===== config.mk =====
export PLATFORM = sky130hd
export DESIGN_NAME = efuse_ctrl_flat
export DESIGN_NICKNAME = d
export VERILOG_FILES = /design/src/rtl/efuse_pkg.sv /design/src/rtl/efuse_if.sv /design/src/rtl/efuse_phase_tmr.sv /design/src/rtl/efuse_ctrl.sv /design/src/flat_wrapper.sv
export SDC_FILE = /design/constraint.sdc
export NUM_CORES = 1
export LEC_CHECK = 0
export BUFFER_PORTS_ARGS = -buffer_cell sky130_fd_sc_hd__buf_2
export CAP_MARGIN = 30
export CORE_ASPECT_RATIO = 2
export CORE_MARGIN = 5
export CORE_UTILIZATION = 55
export CTS_BUF_LIST = sky130_fd_sc_hd__clkbuf_4
export DETAILED_ROUTE_END_ITERATION = 12
export HOLD_SLACK_MARGIN = 0.15
export PLACE_DENSITY = 0.79
export SETUP_SLACK_MARGIN = 0.15
export SKIP_CTS_REPAIR_TIMING = 1
export SLEW_MARGIN = 30
export SYNTH_ARGS = -nofsm -noshare
export SYNTH_HDL_FRONTEND = slang
export SYNTH_SLANG_ARGS = --single-unit

===== constraint.sdc =====
create_clock -name clk -period 3.04 [get_ports clk]
set_input_delay 0 -clock clk [delete_from_list [all_inputs] [get_ports clk]]
set_output_delay 0 -clock clk [all_outputs]
set_load 0.01 [all_outputs]

===== src/rtl/efuse_pkg.sv =====
// Shared types and constants for the eFuse controller slice.
// Build option EFUSE_PGM_VERIFY_EN (see efuse_ctrl) does not affect this package.
package efuse_pkg;

  localparam int EFUSE_BITS        = 128;
  localparam int EFUSE_AW          = $clog2(EFUSE_BITS);
  localparam int SETUP_CYC_DEF     = 2;
  localparam int RD_STROBE_CYC_DEF = 4;
  localparam int PGM_PULSE_CYC_DEF = 200;

  typedef enum logic [2:0] {
    IDLE,
    LD_SETUP,
    LD_STROBE,
    PG_SETUP,
    PG_PULSE,
    PG_HOLD
  } efuse_state_e;

  typedef struct packed {
    logic                efuse_mode;
    logic [EFUSE_AW-1:0] efuse_bit_addr;
  } str_reg_efuse_config;

  typedef struct packed {
    logic efuse_wr;
    logic efuse_rd;
    logic efuse_op_done;
  } str_reg_efuse_status;

  function automatic int max3(input int a, input int b, input int c);
    int m;
    m = (a > b) ? a : b;
    return (m > c) ? m : c;
  endfunction

endpackage


===== src/rtl/efuse_if.sv =====
// Pin bundle between the controller (master) and the analog eFuse macro (slave).
interface efuse_if;
  import efuse_pkg::*;

  logic [EFUSE_AW-1:0] efuse_addr;
  logic                efuse_rden;
  logic                efuse_pgm;
  logic                efuse_vddq_en;
  logic                efuse_dout;

  modport master (
    output efuse_addr, efuse_rden, efuse_pgm, efuse_vddq_en,
    input  efuse_dout
  );

  modport slave (
    input  efuse_addr, efuse_rden, efuse_pgm, efuse_vddq_en,
    output efuse_dout
  );

endinterface


===== src/rtl/efuse_phase_tmr.sv =====
// Loadable down-counter timing each FSM phase; last_cyc flags the final cycle.
module efuse_phase_tmr #(
  parameter int W = 8
) (
  input  logic         clk,
  input  logic         rst,
  input  logic         load,
  input  logic [W-1:0] load_val,
  output logic         last_cyc
);

  logic [W-1:0] cnt;

  // NOTE: sequential state uses non-blocking assignments so every flop samples pre-edge values.
  always_ff @(posedge clk) begin
    if (rst)              cnt <= '0;
    else if (load)        cnt <= load_val;
    else if (cnt != '0)   cnt <= cnt - 1'b1;
  end

  assign last_cyc = (cnt == '0);

endmodule


===== src/rtl/efuse_ctrl.sv =====
// eFuse controller: auto-load after reset, SPI program-bit / reload-all, 128-bit shadow.
// Define EFUSE_PGM_VERIFY_EN to add a read-back verify after each program pulse.
module efuse_ctrl
  import efuse_pkg::*;
#(
  parameter int SETUP_CYC     = SETUP_CYC_DEF,
  parameter int RD_STROBE_CYC = RD_STROBE_CYC_DEF,
  parameter int PGM_PULSE_CYC = PGM_PULSE_CYC_DEF
) (
  input  logic                  clk,
  input  logic                  rst,
  input  logic                  op_req,
  input  logic                  efuse_mode,
  input  logic [EFUSE_AW-1:0]   efuse_bit_addr,
  input  logic                  op_done_clr,
  efuse_if.master               macro,
  output logic [EFUSE_BITS-1:0] efuse_data,
  output logic                  efuse_done,
  output logic                  efuse_rd,
  output logic                  efuse_wr,
  output logic                  efuse_op_done,
  output logic                  efuse_pgm_fail
);

  localparam int TW = $clog2(max3(SETUP_CYC, RD_STROBE_CYC, PGM_PULSE_CYC) + 1);

  efuse_state_e        state, state_nxt;
  str_reg_efuse_config cfg;
  str_reg_efuse_status status;
  logic [EFUSE_AW-1:0] addr_q;
  logic                done_q, req_q, op_done_q, verify_q;
  logic                tmr_load, last_cyc;
  logic [TW-1:0]       tmr_val;
  logic                accept, capture, finish, pg_commit, verify_start;

  assign cfg = '{efuse_mode: efuse_mode, efuse_bit_addr: efuse_bit_addr};

  efuse_phase_tmr #(.W(TW)) u_tmr (
    .clk      (clk),
    .rst      (rst),
    .load     (tmr_load),
    .load_val (tmr_val),
    .last_cyc (last_cyc)
  );

  // NOTE: every always_comb output gets a default first, so no path can infer a latch.
  always_comb begin
    state_nxt    = state;
    accept       = 1'b0;
    capture      = 1'b0;
    finish       = 1'b0;
    pg_commit    = 1'b0;
    verify_start = 1'b0;
    case (state)
      IDLE: begin
        if (!done_q) begin
          state_nxt = LD_SETUP;
        end else if (op_req) begin
          accept    = 1'b1;
          state_nxt = cfg.efuse_mode ? PG_SETUP : LD_SETUP;
        end
      end
      LD_SETUP:  if (last_cyc) state_nxt = LD_STROBE;
      LD_STROBE: begin
        if (last_cyc) begin
          capture = 1'b1;
          if (verify_q || addr_q == EFUSE_AW'(EFUSE_BITS - 1)) begin
            state_nxt = IDLE;
            finish    = 1'b1;
          end else begin
            state_nxt = LD_SETUP;
          end
        end
      end
      PG_SETUP: if (last_cyc) state_nxt = PG_PULSE;
      PG_PULSE: if (last_cyc) state_nxt = PG_HOLD;
      PG_HOLD: begin
        if (last_cyc) begin
`ifdef EFUSE_PGM_VERIFY_EN
          verify_start = 1'b1;
          state_nxt    = LD_SETUP;
`else
          pg_commit = 1'b1;
          finish    = 1'b1;
          state_nxt = IDLE;
`endif
        end
      end
      default: state_nxt = IDLE;
    endcase

    tmr_load = (state_nxt != state);
    case (state_nxt)
      LD_SETUP, PG_SETUP, PG_HOLD: tmr_val = TW'(SETUP_CYC - 1);
      LD_STROBE:                   tmr_val = TW'(RD_STROBE_CYC - 1);
      PG_PULSE:                    tmr_val = TW'(PGM_PULSE_CYC - 1);
      default:                     tmr_val = '0;
    endcase
  end

  always_ff @(posedge clk) begin
    if (rst) begin
      state     <= IDLE;
      addr_q    <= '0;
      done_q    <= 1'b0;
      req_q     <= 1'b0;
      op_done_q <= 1'b0;
      // NOTE: the shadow is a flop array, not a RAM, so resetting it is legal and required.
      efuse_data <= '0;
    end else begin
      state <= state_nxt;
      if (accept)
        addr_q <= cfg.efuse_mode ? cfg.efuse_bit_addr : '0;
      else if (capture && state_nxt == LD_SETUP)
        addr_q <= addr_q + 1'b1;
      if (capture)   efuse_data[addr_q] <= macro.efuse_dout;
      if (pg_commit) efuse_data[addr_q] <= 1'b1;
      if (finish)    done_q <= 1'b1;
      if (accept)      req_q <= 1'b1;
      else if (finish) req_q <= 1'b0;
      // Completion beats a same-cycle clear.
      if (finish && req_q)              op_done_q <= 1'b1;
      else if (op_done_clr || accept)   op_done_q <= 1'b0;
    end
  end

`ifdef EFUSE_PGM_VERIFY_EN
  logic fail_q;
  always_ff @(posedge clk) begin
    if (rst) begin
      verify_q <= 1'b0;
      fail_q   <= 1'b0;
    end else begin
      if (verify_start) verify_q <= 1'b1;
      else if (finish)  verify_q <= 1'b0;
      if (capture && verify_q && !macro.efuse_dout) fail_q <= 1'b1;
      else if (op_done_clr)                         fail_q <= 1'b0;
    end
  end
  assign efuse_pgm_fail = fail_q;
`else
  assign verify_q       = 1'b0;
  assign efuse_pgm_fail = 1'b0;
`endif

  assign status = '{efuse_wr:      (state inside {PG_SETUP, PG_PULSE, PG_HOLD}),
                    efuse_rd:      (state inside {LD_SETUP, LD_STROBE}),
                    efuse_op_done: op_done_q};

  assign efuse_wr            = status.efuse_wr;
  assign efuse_rd            = status.efuse_rd;
  assign efuse_op_done       = status.efuse_op_done;
  assign efuse_done          = done_q;
  assign macro.efuse_addr    = addr_q;
  assign macro.efuse_rden    = (state == LD_STROBE);
  assign macro.efuse_pgm     = (state == PG_PULSE);
  assign macro.efuse_vddq_en = status.efuse_wr;

endmodule


===== src/flat_wrapper.sv =====
// flat-port wrapper written by rule: the top's interface ports become plain ports
module efuse_ctrl_flat import efuse_pkg::*;
#(
  parameter int SETUP_CYC     = SETUP_CYC_DEF,
  parameter int RD_STROBE_CYC = RD_STROBE_CYC_DEF,
  parameter int PGM_PULSE_CYC = PGM_PULSE_CYC_DEF
)
  (clk, rst, op_req, efuse_mode, efuse_bit_addr, op_done_clr, efuse_data, efuse_done, efuse_rd, efuse_wr, efuse_op_done, efuse_pgm_fail, macro_efuse_addr, macro_efuse_rden, macro_efuse_pgm, macro_efuse_vddq_en, macro_efuse_dout);
  efuse_if macro_i ();
  input  logic clk;
  input  logic rst;
  input  logic op_req;
  input  logic efuse_mode;
  input  logic [EFUSE_AW-1:0] efuse_bit_addr;
  input  logic op_done_clr;
  output logic [EFUSE_BITS-1:0] efuse_data;
  output logic efuse_done;
  output logic efuse_rd;
  output logic efuse_wr;
  output logic efuse_op_done;
  output logic efuse_pgm_fail;
  output wire logic [$bits(macro_i.efuse_addr)-1:0] macro_efuse_addr;
  output wire logic [$bits(macro_i.efuse_rden)-1:0] macro_efuse_rden;
  output wire logic [$bits(macro_i.efuse_pgm)-1:0] macro_efuse_pgm;
  output wire logic [$bits(macro_i.efuse_vddq_en)-1:0] macro_efuse_vddq_en;
  input wire logic [$bits(macro_i.efuse_dout)-1:0] macro_efuse_dout;
  assign macro_efuse_addr = macro_i.efuse_addr;
  assign macro_efuse_rden = macro_i.efuse_rden;
  assign macro_efuse_pgm = macro_i.efuse_pgm;
  assign macro_efuse_vddq_en = macro_i.efuse_vddq_en;
  assign macro_i.efuse_dout = macro_efuse_dout;
  efuse_ctrl #(.SETUP_CYC(SETUP_CYC), .RD_STROBE_CYC(RD_STROBE_CYC), .PGM_PULSE_CYC(PGM_PULSE_CYC)) u_core (.clk(clk), .rst(rst), .op_req(op_req), .efuse_mode(efuse_mode), .efuse_bit_addr(efuse_bit_addr), .op_done_clr(op_done_clr), .macro(macro_i), .efuse_data(efuse_data), .efuse_done(efuse_done), .efuse_rd(efuse_rd), .efuse_wr(efuse_wr), .efuse_op_done(efuse_op_done), .efuse_pgm_fail(efuse_pgm_fail));
endmodule

-- Word level (Yosys, flattened, before mapping)
Cells that the tools add are included.
- muxes and demuxes: 35
- reduce and logical (&&, ||, !) cells: 14
- $add $sub $neg: 2
- eq/ne operators: 12
- order comparisons: 2
- bitwise gates (word level): 1
- operators with widths (kind ; number):
    2-to-1 mux 128 bit ; 3
    bitwise mux 128 bit ; 1
    bitwise OR 128 bit ; 1
    case mux 8 bit (3 select lines) ; 1
    2-to-1 mux 3 bit ; 7
    2-to-1 mux 7 bit ; 3
    case mux 3 bit (6 select lines) ; 1
    2-to-1 mux 8 bit ; 2
    2-to-1 mux 1 bit ; 14
    equality test 3 x 2 -> 1 bit (second input constant) ; 4
    equality test 3 bit (second input constant) ; 4
    nonzero test 2 bit ; 5
    zero test 8 bit ; 1
    less-than comparator 7 x 8 -> 1 bit (second input constant) ; 1
    nonzero test 8 bit ; 1
    subtractor 8 x 1 -> 8 bit (second input constant) ; 1
    adder 7 x 1 -> 7 bit (second input constant) ; 1
    demux 1 bit (select 7 bit) ; 1
    equality test 7 bit (second input constant) ; 1
    >= comparator 7 x 1 -> 1 bit (second input constant) ; 1
    equality test 3 x 1 -> 1 bit (second input constant) ; 2
    logical AND 1 bit ; 3
    zero test 3 bit ; 1
    != test 3 bit ; 1
    5 further kinds ; 5
- word-level logic and storage cells: 73
- register bits after elaboration: 149
- input port bits: 13
- output and inout bits: 143

-- Longest topological paths before layout
Gate-level depths: netlist of run 1.
- depth after elaboration: 9
- depth in mapped cells: 9
- mapped depth without buffers: 7

-- Hierarchy
A second synthesis of run 1 with hierarchy kept.
- cells, all modules: 654
- area, all modules: 6104.6 µm²
- modules (own cells, without submodules) (module ; area each (µm²) ; sequential area each (µm²) ; cells each ; instances):
    efuse_ctrl ; 5629.1 ; 2822.7 ; 601 ; 1
    efuse_phase_tmr ; 475.5 ; 160.2 ; 53 ; 1

-- Worst setup path after synthesis of run 1
Ideal clock, no wire load.
- path type: register to register
- from: reg u_core.u_tmr.cnt[0]
- to: reg u_core.addr_q[3], in the netlist u_core.macro.efuse_addr[3]
- period minus slack after synthesis: 2.210 ns
- data required time: 2.978 ns
- path slack: 0.830 ns
- arrival time: 2.148 ns
- library setup time: 0.062 ns
- stages on the path, launching flop included: 9
- buffers on the path: 1
- cell sequence: dfxtp_1 -> inv_1 -> ha_1 -> or3b_2 -> clkbuf_1 -> nor4_4 -> nand3_2 -> or4_1 -> nand3_1
- longest elaborated chain between the ends: 6
- elaborated cells on any way between the ends: 12
- those cells by class: 1 x eq/ne; 8 x mux; 3 x reduce/logical
- RTL lines (what ; line ; source):
    from (decl) ; efuse_phase_tmr.sv:12 ; logic [W-1:0] cnt;
    from (signal assigned) ; efuse_phase_tmr.sv:17 ; else if (load) cnt <= load_val;
    from (signal assigned) ; efuse_phase_tmr.sv:18 ; else if (cnt != '0) cnt <= cnt - 1'b1;
    zero test 8 bit * ; efuse_phase_tmr.sv:21 ; assign last_cyc = (cnt == '0);
    2-to-1 mux 3 bit (on tied branches) ; -- ;
    case mux 3 bit (6 select lines) ; efuse_ctrl.sv:54 ; case (state)
    equality test 3 x 1 -> 1 bit ; efuse_ctrl.sv:114 ; else if (capture && state_nxt == LD_SETUP)
    logical AND 1 bit * ; efuse_ctrl.sv:114 ;
    nonzero test 2 bit (no source line) * ; -- ;
    to (signal assigned) ; efuse_ctrl.sv:113 ; addr_q <= cfg.efuse_mode ? cfg.efuse_bit_addr : '0;
    to (signal assigned) ; efuse_ctrl.sv:115 ; addr_q <= addr_q + 1'b1;
    to (decl) ; efuse_ctrl.sv:30 ; logic [EFUSE_AW-1:0] addr_q;
Mark *: on every way between the ends. The rest lies on a longest branch, timed or not.
A chain may end at the register's enable or synchronous reset.

-- Final worst setup path of run 1
- from: reg u_core.state[0]
- to: reg u_core.u_tmr.cnt[2]
- longest elaborated chain between the ends: 7
- elaborated cells on any way between the ends: 24
- those cells by class: 11 x eq/ne; 10 x mux; 3 x reduce/logical
- RTL lines (what ; line ; source):
    from (decl) ; efuse_ctrl.sv:27 ; efuse_state_e state, state_nxt;
    from (signal assigned) ; efuse_ctrl.sv:111 ; state <= state_nxt;
    2-to-1 mux 3 bit ; efuse_ctrl.sv:58 ; end else if (op_req) begin
    2-to-1 mux 3 bit ; efuse_ctrl.sv:56 ; if (!done_q) begin
    case mux 3 bit (6 select lines) ; efuse_ctrl.sv:54 ;
    equality test 3 x 2 -> 1 bit, or another cell as far along ; efuse_ctrl.sv:93 ; case (state_nxt)
    OR reduction 3 bit ; efuse_ctrl.sv:93 ;
    case mux 8 bit (3 select lines) ; efuse_ctrl.sv:93 ;
    2-to-1 mux 8 bit ; efuse_phase_tmr.sv:17 ;
Several ways; a longest one is shown, not always the timed one.

==> impl.org, run 1 <==
** Detailed routing
- The first routing iteration left 540 violations.
- The first detailed-routing pass took 5 iterations.
- The routed layout has 6655 vias.
- Number of design rule violations left after detail routing :: 0
- Antenna viol nets, final :: 0
- Vias per cell :: 5.98
- After detailed routing, the total wire length is 21100 um.
- Mean routed wirelength per cell :: 19.0 um

** Synthesis
- The average instance in the mapped netlist occupies 7.87 um2.
- Sequential area share after synthesis :: 48.1%
- Leading register cell type out of synthesis :: sky130_fd_sc_hd__dfxtp_1
- Synth Cell Area :: 6210 um2
- The netlist uses 55 different library cells.
- After synthesis the netlist holds a flip-flop and latch count of 149.
- Gate count of the mapped netlist :: 789
- Number of synthesized flops with an enable pin :: 0
- When the netlist entered floorplanning its net count stood at 804.
- For this run, the number of Yosys warnings is 0.
- Counting flops with an async set or reset pin after synthesis yields a share of 0%.

** CTS
- Worst-Skew Late Latency :: 0.57 ns
- Clock-pin slew was measured on the worst setup and hold paths at 0.12 ns.
- TritonCTS built the clock tree.
- TritonCTS Buffers :: 17
- Clock Sink Count :: 149
- Clock tree synthesis selected as its root buffer the cell sky130_fd_sc_hd__clkbuf_4.
- Max Root-Sink Buffers :: 2
- The H-tree was split into 4 levels.

** Finish
- Post-layout utilization of the core :: 67.6%
- Leaving out filler cells and counting taps, the final layout contains 1113.
- Area growth syn-to-layout :: 22.2%
- Final layout net count :: 972
- Fraction of final layout cells with drive strength greater than 1 :: 23.0%

** Critical path
- Highest net fanout along the worst path :: 8
- Required arrival time at the worst endpoint :: 3.51 ns
- Launch point of the critical path :: u_core.state[0]
- Source of the worst register-to-register timing path :: u_core.state[0]
- At the worst endpoint, the arrival time is 3.33 ns.
- STA classifies the critical path startpoint as a flop.
- STA classifies the critical path endpoint as a flop.
- Worst Setup Path Type :: reg2reg

** Die
- Top-level I/O count :: 156
- DIE WIDTH :: 85.1 um
- The floorplan has 55 rows.
- Standard cell core area :: 11200 um2
- Once the floorplan was initialized, standard cells occupied 55.3% of the core.
- Die footprint :: 13600 um2
- Die Span Y :: 160 um

** STA
- Final max-slew violation count :: 0
- Actual slew at the worst max-slew pin :: 0.908 ns
- Post-route worst hold slack :: 0.166 ns
- The number of hold violations in the final report came to 0.
- # setup viols final :: 0
- The clock arrives with 0.0131 ns of skew.
- Of the available clock period, the critical path in the final layout requires 94.1%.
- Maximum clock frequency :: 350 MHz
- Max-slew headroom at the worst pin :: 39.5%
- The worst path in the final design needs a cycle of 2.86 ns, including I/O delays and setup.

** Global route
- The first global-routing pass estimated 32500 um of wire.
- For this run, the total global-route usage over all layers was measured as 29.9%.
- Residual overflow from global routing :: 0
- Number of global-route vias before repair :: 6156
- Entering global routing, the biggest net connects 87 pins.
- The initial antenna violation count is 1.

** Placement
- Placed instance count :: 1061
- DPL Wire Length :: 14300 um
- Input and output buffers added on the ports amount to 154.
- Routability-driven placement finished with a final weighted congestion of 0.904.

** Min path
- The worst hold path begins at efuse_mode.
- Worst hold-check path type :: in2reg

** Status
- Run status :: completed

** Power
- Total power per unit cell area :: 578 nW/um2
- Across the VDD grid, the largest voltage drop is 0.674 mV.
- Leakage power total :: 2.99 nW

** Job
- Count of maximum capacitance violations :: 0
[power breakdown]
part	switching, mW	total [mW]	internal (mW)	leakage [nW]
sequential	0.0874	2.10	2.01	1.20
combinational	0.671	1.11	0.444	1.66
clock	0.745	1.17	0.428	0.127
total	1.50	4.39	2.88	2.99
[cell usage after synthesis (all sizes together) (2+ instances only)]
master	instances	share of area [%]
nand2	160	9.7
dfxtp	149	48
a21oi	136	11
o21ai	133	11
clkbuf	35	2.1
nor2	32	2.0
nand3	17	1.5
buf	16	1.5
nor3	15	1.4
inv	9	0.54
nand2b	8	0.81
nor2b	8	0.81
nor4	7	1.4
xnor2	7	0.99
or3	4	0.40
xor2	4	0.56
a221oi	3	0.42
and3	3	0.30
nor3b	3	0.36
or4	3	0.42
a211oi	2	0.24
a21o	2	0.24
and2	2	0.20
ha	2	0.40
nor4b	2	0.28
nor4bb	2	0.32
o2111ai	2	0.28
o211ai	2	0.24
or3b	2	0.28
[critical path: stages, from the launching register on]
cell	delay (ns)
sky130_fd_sc_hd__dfxtp_1	0.38
sky130_fd_sc_hd__buf_4	0.18
sky130_fd_sc_hd__nor4b_1	0.56
sky130_fd_sc_hd__nand3_1	0.27
sky130_fd_sc_hd__dlygate4sd3_1	0.67
sky130_fd_sc_hd__o21a_1	0.19
sky130_fd_sc_hd__and2_1	0.21
sky130_fd_sc_hd__a221oi_1	0.30
[cell usage in the layout, fill, tap and decap left out, drive strengths merged, types with 4 or more instances in the layout]
| master | n |
|---|---|
| xnor2 | 7 |
| nand2b | 8 |
| o21ai | 133 |
| nor2b | 8 |
| buf | 181 |
| inv | 10 |
| nor3 | 15 |
| clkinvlp | 5 |
| a21oi | 136 |
| nand2 | 160 |
| xor2 | 4 |
| dfxtp | 149 |
| nor4 | 7 |
| clkbuf | 20 |
| dlygate4sd3 | 19 |
| nor2 | 32 |
| or3 | 4 |
| clkinv | 5 |
| nand3 | 17 |
[registers in the layout, summed over array words and instances (netlist names)]
| signal | count |
|---|---|
| u_core.efuse_done | 1 |
| u_core.efuse_data | 128 |
| u_core.req_q | 1 |
| u_core.state | 3 |
| u_core.u_tmr.cnt | 8 |
| u_core.efuse_op_done | 1 |
| u_core.macro.efuse_addr | 7 |
[cells by family (layout without fill, tap and decap cells)]
group	Yosys count	in the layout	share of synthesized area [%]
AOI/OAI and AO/OA	293	293	25.1
xor gates and xnor gates	11	11	1.55
adders and majority gates	2	2	0.403
buffers and inverters	60	241	4.13
DFF	149	149	48.1
muxes	1	1	0.161
other	1	2	0.0604
and+or+nand+nor	272	272	20.6
[metal layers]
| metal | up-vias | wire length (um) | part of all wire, % | track usage (%) |
|---|---|---|---|---|
| met5 | - | 0 | 0 | 0 |
| met4 | 0 | 1110 | 5.2 | 15.2 |
| met3 | 85 | 1560 | 7.4 | 6.81 |
| met2 | 345 | 11000 | 52 | 52.0 |
| met1 | 3138 | 7460 | 35 | 33.4 |
| li1 | 3087 | - | - | - |
[cell type report]
| class | instances | area (um2) |
|---|---|---|
| clock buffer | 20 | 150 |
| inverter | 9 | 33.8 |
| antenna | 1 | 2.50 |
| multi-input combinational | 580 | 2970 |
| tap | 142 | 178 |
| fill | 965 | 3630 |
| clock inverter | 12 | 106 |
| sequential | 149 | 2980 |
| timing repair buffer | 200 | 1170 |
[worst paths after layout]
path,endpoint,slack (ns),cells after the start
setup / recovery,u_core.u_tmr.cnt[2],0.18,7
hold / removal,u_core.u_tmr.cnt[0],0.17,4
setup reg to reg,u_core.u_tmr.cnt[2],0.18,7
hold reg to reg,u_core.efuse_data[75],0.48,2
[per-stage QoR]
| step | worst slack, ns | power [mW] | area [um2] | setup TNS [ns] |
|---|---|---|---|---|
| 3_5_place_dp | 0.491 | 3.22 | 7140 | 0 |
| 5_1_grt | -0.00337 | 4.59 | 7590 | -0.00337 |
| 4_1_cts | 0.489 | 4.35 | 7390 | 0 |
| 2_1_floorplan | 0.830 | 3.01 | 6210 | 0 |
| 3_3_place_gp | 0.586 | 3.20 | 7140 | 0 |
| 6_report | 0.181 | 4.39 | 7590 | 0 |
Note: power is estimated with default switching activity, not from simulation.
==> run 2, diff against run 1 <==
Clock period 3.04 ns to 3.2 ns, I/O delays scaled along.
==> run 2 against run 1 <==
Effect of this change: first-iteration DRC count increased by 10%; clock skew increased by 0.0083 ns; maximum frequency rose by 5.0%; die area stayed put; sequential share of layout area down 0.18 points; routed wire length up 0.23%; global-route usage is 0.14 points higher; register-to-register slack improved by 0.30 ns; highest routed layer unchanged.
==> impl.org, run 2 (synthesis gave the netlist of run 1 again) <==
** Placement
- The number of buffers inserted by port buffering is 154 (unchanged).
- Placed instance count :: 1056 (-0.47%)
- Routability-driven placement congestion ratio :: 0.906 (+0.20%)
- DPL Wire Length :: 14400 um (+0.69%)

** Power
- The clock group share of total power was 30.5% (+3.7 points).
- The part of the total power dissipated in sequential elements is 44.9% (-2.9 points).
- The leakage power was 3.02 nW (+0.99%).
- Net switching fraction of the power :: 32.7% (-1.6 points)
- Final total power :: 4.39 mW (+0.12%)
- Internal Dissipation :: 2.96 mW (+2.5%)
- The net switching power is 1.44 mW (-4.5%).
- The peak supply drop was 0.657 mV (-2.4%).
- Total power per unit cell area :: 576 nW/um2 (-0.34%)
- Comb power frac :: 24.6% (-0.8 points)

** CTS
- Worst-Skew Late Latency :: 0.53 ns (-0.04 ns)
- The level count of the clock H-tree is 4 (unchanged).
- TritonCTS Buffers :: 17 (unchanged)
- Clock Sink Count :: 149 (unchanged)
- CTS Root Buffer Type :: sky130_fd_sc_hd__clkbuf_4
- The maximum clock path buffer count is 2 (unchanged).
- Clock slew at the register clock pins of the worst setup and hold paths :: 0.12 ns (about the same)
- TritonCTS built the clock tree.

** STA
- The worst clock skew came to 0.0214 ns (+0.00831 ns).
- The final period utilization was 85.1% (-8.9 points).
- The highest clock rate was 367 MHz (+5.0%).
- The worst hold slack came to 0.244 ns (+0.0779 ns).
- Fin. Hold Viols :: 0 (unchanged)
- The number of endpoints failing setup at the final stage is 0 (unchanged).
- The worst max-slew margin expressed relative to the limit came to 35.1% (-4.4 points).
- Time the worst path needs with I/O delays and setup :: 2.72 ns (-0.135 ns)
- The actual slew at the worst max-slew pin came to 0.974 ns (+0.0665 ns).
- Unrepaired setup endpoints after global routing :: no
- Final max-slew violation count :: 0 (unchanged)
- The aggregate negative setup slack came to 0 ns (unchanged).

** Finish
- Relative to the synthesized area, the layout overhead comes to 22.8%.
- The library cell used most frequently in the layout, excluding fill and tap cells, is sky130_fd_sc_hd__nand2_1.
- The library cells used most frequently in the layout, excluding fill and tap cells, are sky130_fd_sc_hd__nand2_1, sky130_fd_sc_hd__buf_2, sky130_fd_sc_hd__dfxtp_1.
- Fraction of final layout cells with drive strength greater than 1 :: 22.6% (-0.40 points)
- Non-filler cells, final :: 1108 (-0.45%)
- Register with the most flip-flops :: u_core.efuse_data
- The final net count is 967 (-0.51%).
- The flip-flop count of the largest register after layout is 128 (unchanged).

** Die
- Number of rows created at floorplan :: 55 (unchanged)
- The area enclosed by the die boundary came to 13600 um2 (unchanged).
- Die Span Y :: 160 um (unchanged)
- The chip width came to 85.1 um (unchanged).
- Standard cell core area :: 11200 um2 (unchanged)
- Initial cell density of the core :: 55.3% (unchanged)
- Top-level I/O count :: 156 (unchanged)

** Critical path
- Crit-path leading delay family :: simple AND/OR/NAND/NOR gates
- Required arrival time at the worst endpoint :: 3.67 ns (+0.16 ns)
- Chain of cells forming the critical path :: inv_1, ha_1, or3b_2, nor2_2, o21ai_0, o32a_1, nor2_1, dlygate4sd3_1
- The data arrival time at the worst-slack endpoint was 3.19 ns (-0.14 ns).
- The maximum fanout along the worst path was 9 (+1).
- The critical path is of the reg2reg type.
- The biggest cell delay along the critical path came to 0.57 ns (-0.10 ns).
- Cell at the slowest stage of the critical path :: sky130_fd_sc_hd__or3b_2
- Critical Path End Type :: flop
- The number of buffers and inverters on the critical path is 2 (unchanged).
- STA classifies the critical path startpoint as a flop.

** Detailed routing
- The detail-routed net length per standard cell came to 19.1 um (+0.68%).
- Count of vias placed by the detailed router :: 6599 (-0.84%)
- The number of search-and-repair iterations in the first detailed-routing pass was 6 (+1).
- The via density per instance is 5.96 (-0.39%).
- Antenna viol nets, final :: 0 (unchanged)
- The number of DRC markers in iteration 0 was 595 (+10%).
- The post-detailed-route DRC marker count is 0 (unchanged).
- Routed Wire Length :: 21100 um (+0.23%)

** Global route
- The initial antenna violation count came to 1 (unchanged).
- The aggregate global-route resource usage was 30.1% (+0.14 points).
- The via count of the first global-routing pass is 6282 (+2.0%).
- The wire length of the first global-routing pass came to 32800 um (+1.0%).
- The leftover overflow at the end of global routing is 0 (unchanged).
- The largest net degree at the start of global routing came to 92 (+5.7%).

** Job
- Count of maximum capacitance violations :: 0 (unchanged)

** Min path
- Worst hold-check path type :: in2reg

** Status
- Run status :: completed
==> run 2: worst register-to-register path: cells and delay by family (launching register included) <==
| family | cells | cell delay (ns) |
|---|---|---|
| AO/OA/AOI/OAI | 2 | 0.48 |
| flip-flops | 1 | 0.32 |
| AND/OR/NAND/NOR | 3 | 0.99 |
| adder cells (fa/ha/maj) | 1 | 0.23 |
| buffers and inverters | 2 | 0.65 |
==> run 2: per-layer routing <==
metal | track usage [%] | vias up | part of all wire, %
met3 | 6.97 | 76 | 7.8
met4 | 18.0 | 0 | 5.5
met5 | 0 | - | 0
li1 | - | 3070 | -
met1 | 32.9 | 3104 | 35
met2 | 51.5 | 349 | 52
==> run 2: final cells by class <==
cell class,count,area (um2)
fill,978,3600
sequential,149,2980
multi-input combinational,580,2970
timing repair buffer,195,1130
clock inverter,15,201
tap,142,178
clock buffer,17,128
inverter,9,33.8
antenna,1,2.50
==> run 2: power groups by stage <==
| stage | Clock, mW | Sequential, mW | Combinational [mW] |
|---|---|---|---|
| final | 1.34 | 1.97 | 1.08 |
| after global routing | 1.44 | 1.98 | 1.18 |
| after global placement | 0 | 2.01 | 1.03 |
| after floorplan | 0 | 2.01 | 0.853 |
| after detailed placement | 0 | 2.01 | 1.05 |
| after CTS | 1.35 | 1.97 | 1.05 |
==> run 2: path summary, 6_finish.rpt <==
path	slack [ns]	cells past startpoint	from	endpoint
setup / recovery	0.48	8	u_core.u_tmr.cnt[0]	u_core.efuse_op_done
hold reg to reg	0.48	2	u_core.efuse_data[101]	u_core.efuse_data[101]
setup reg to reg	0.48	8	u_core.u_tmr.cnt[0]	u_core.efuse_op_done
hold / removal	0.24	4	efuse_bit_addr[0]	u_core.macro.efuse_addr[0]
==> run 2: stage by stage <==
stage,cell area (um2),setup WS [ns],utilization (%)
2_1_floorplan,6210,0.990,-
3_3_place_gp,7100,0.654,63.3
3_5_place_dp,7100,0.608,63.3
4_1_cts,7430,0.581,66.2
5_1_grt,7620,0.286,67.9
6_report,7620,0.476,67.9
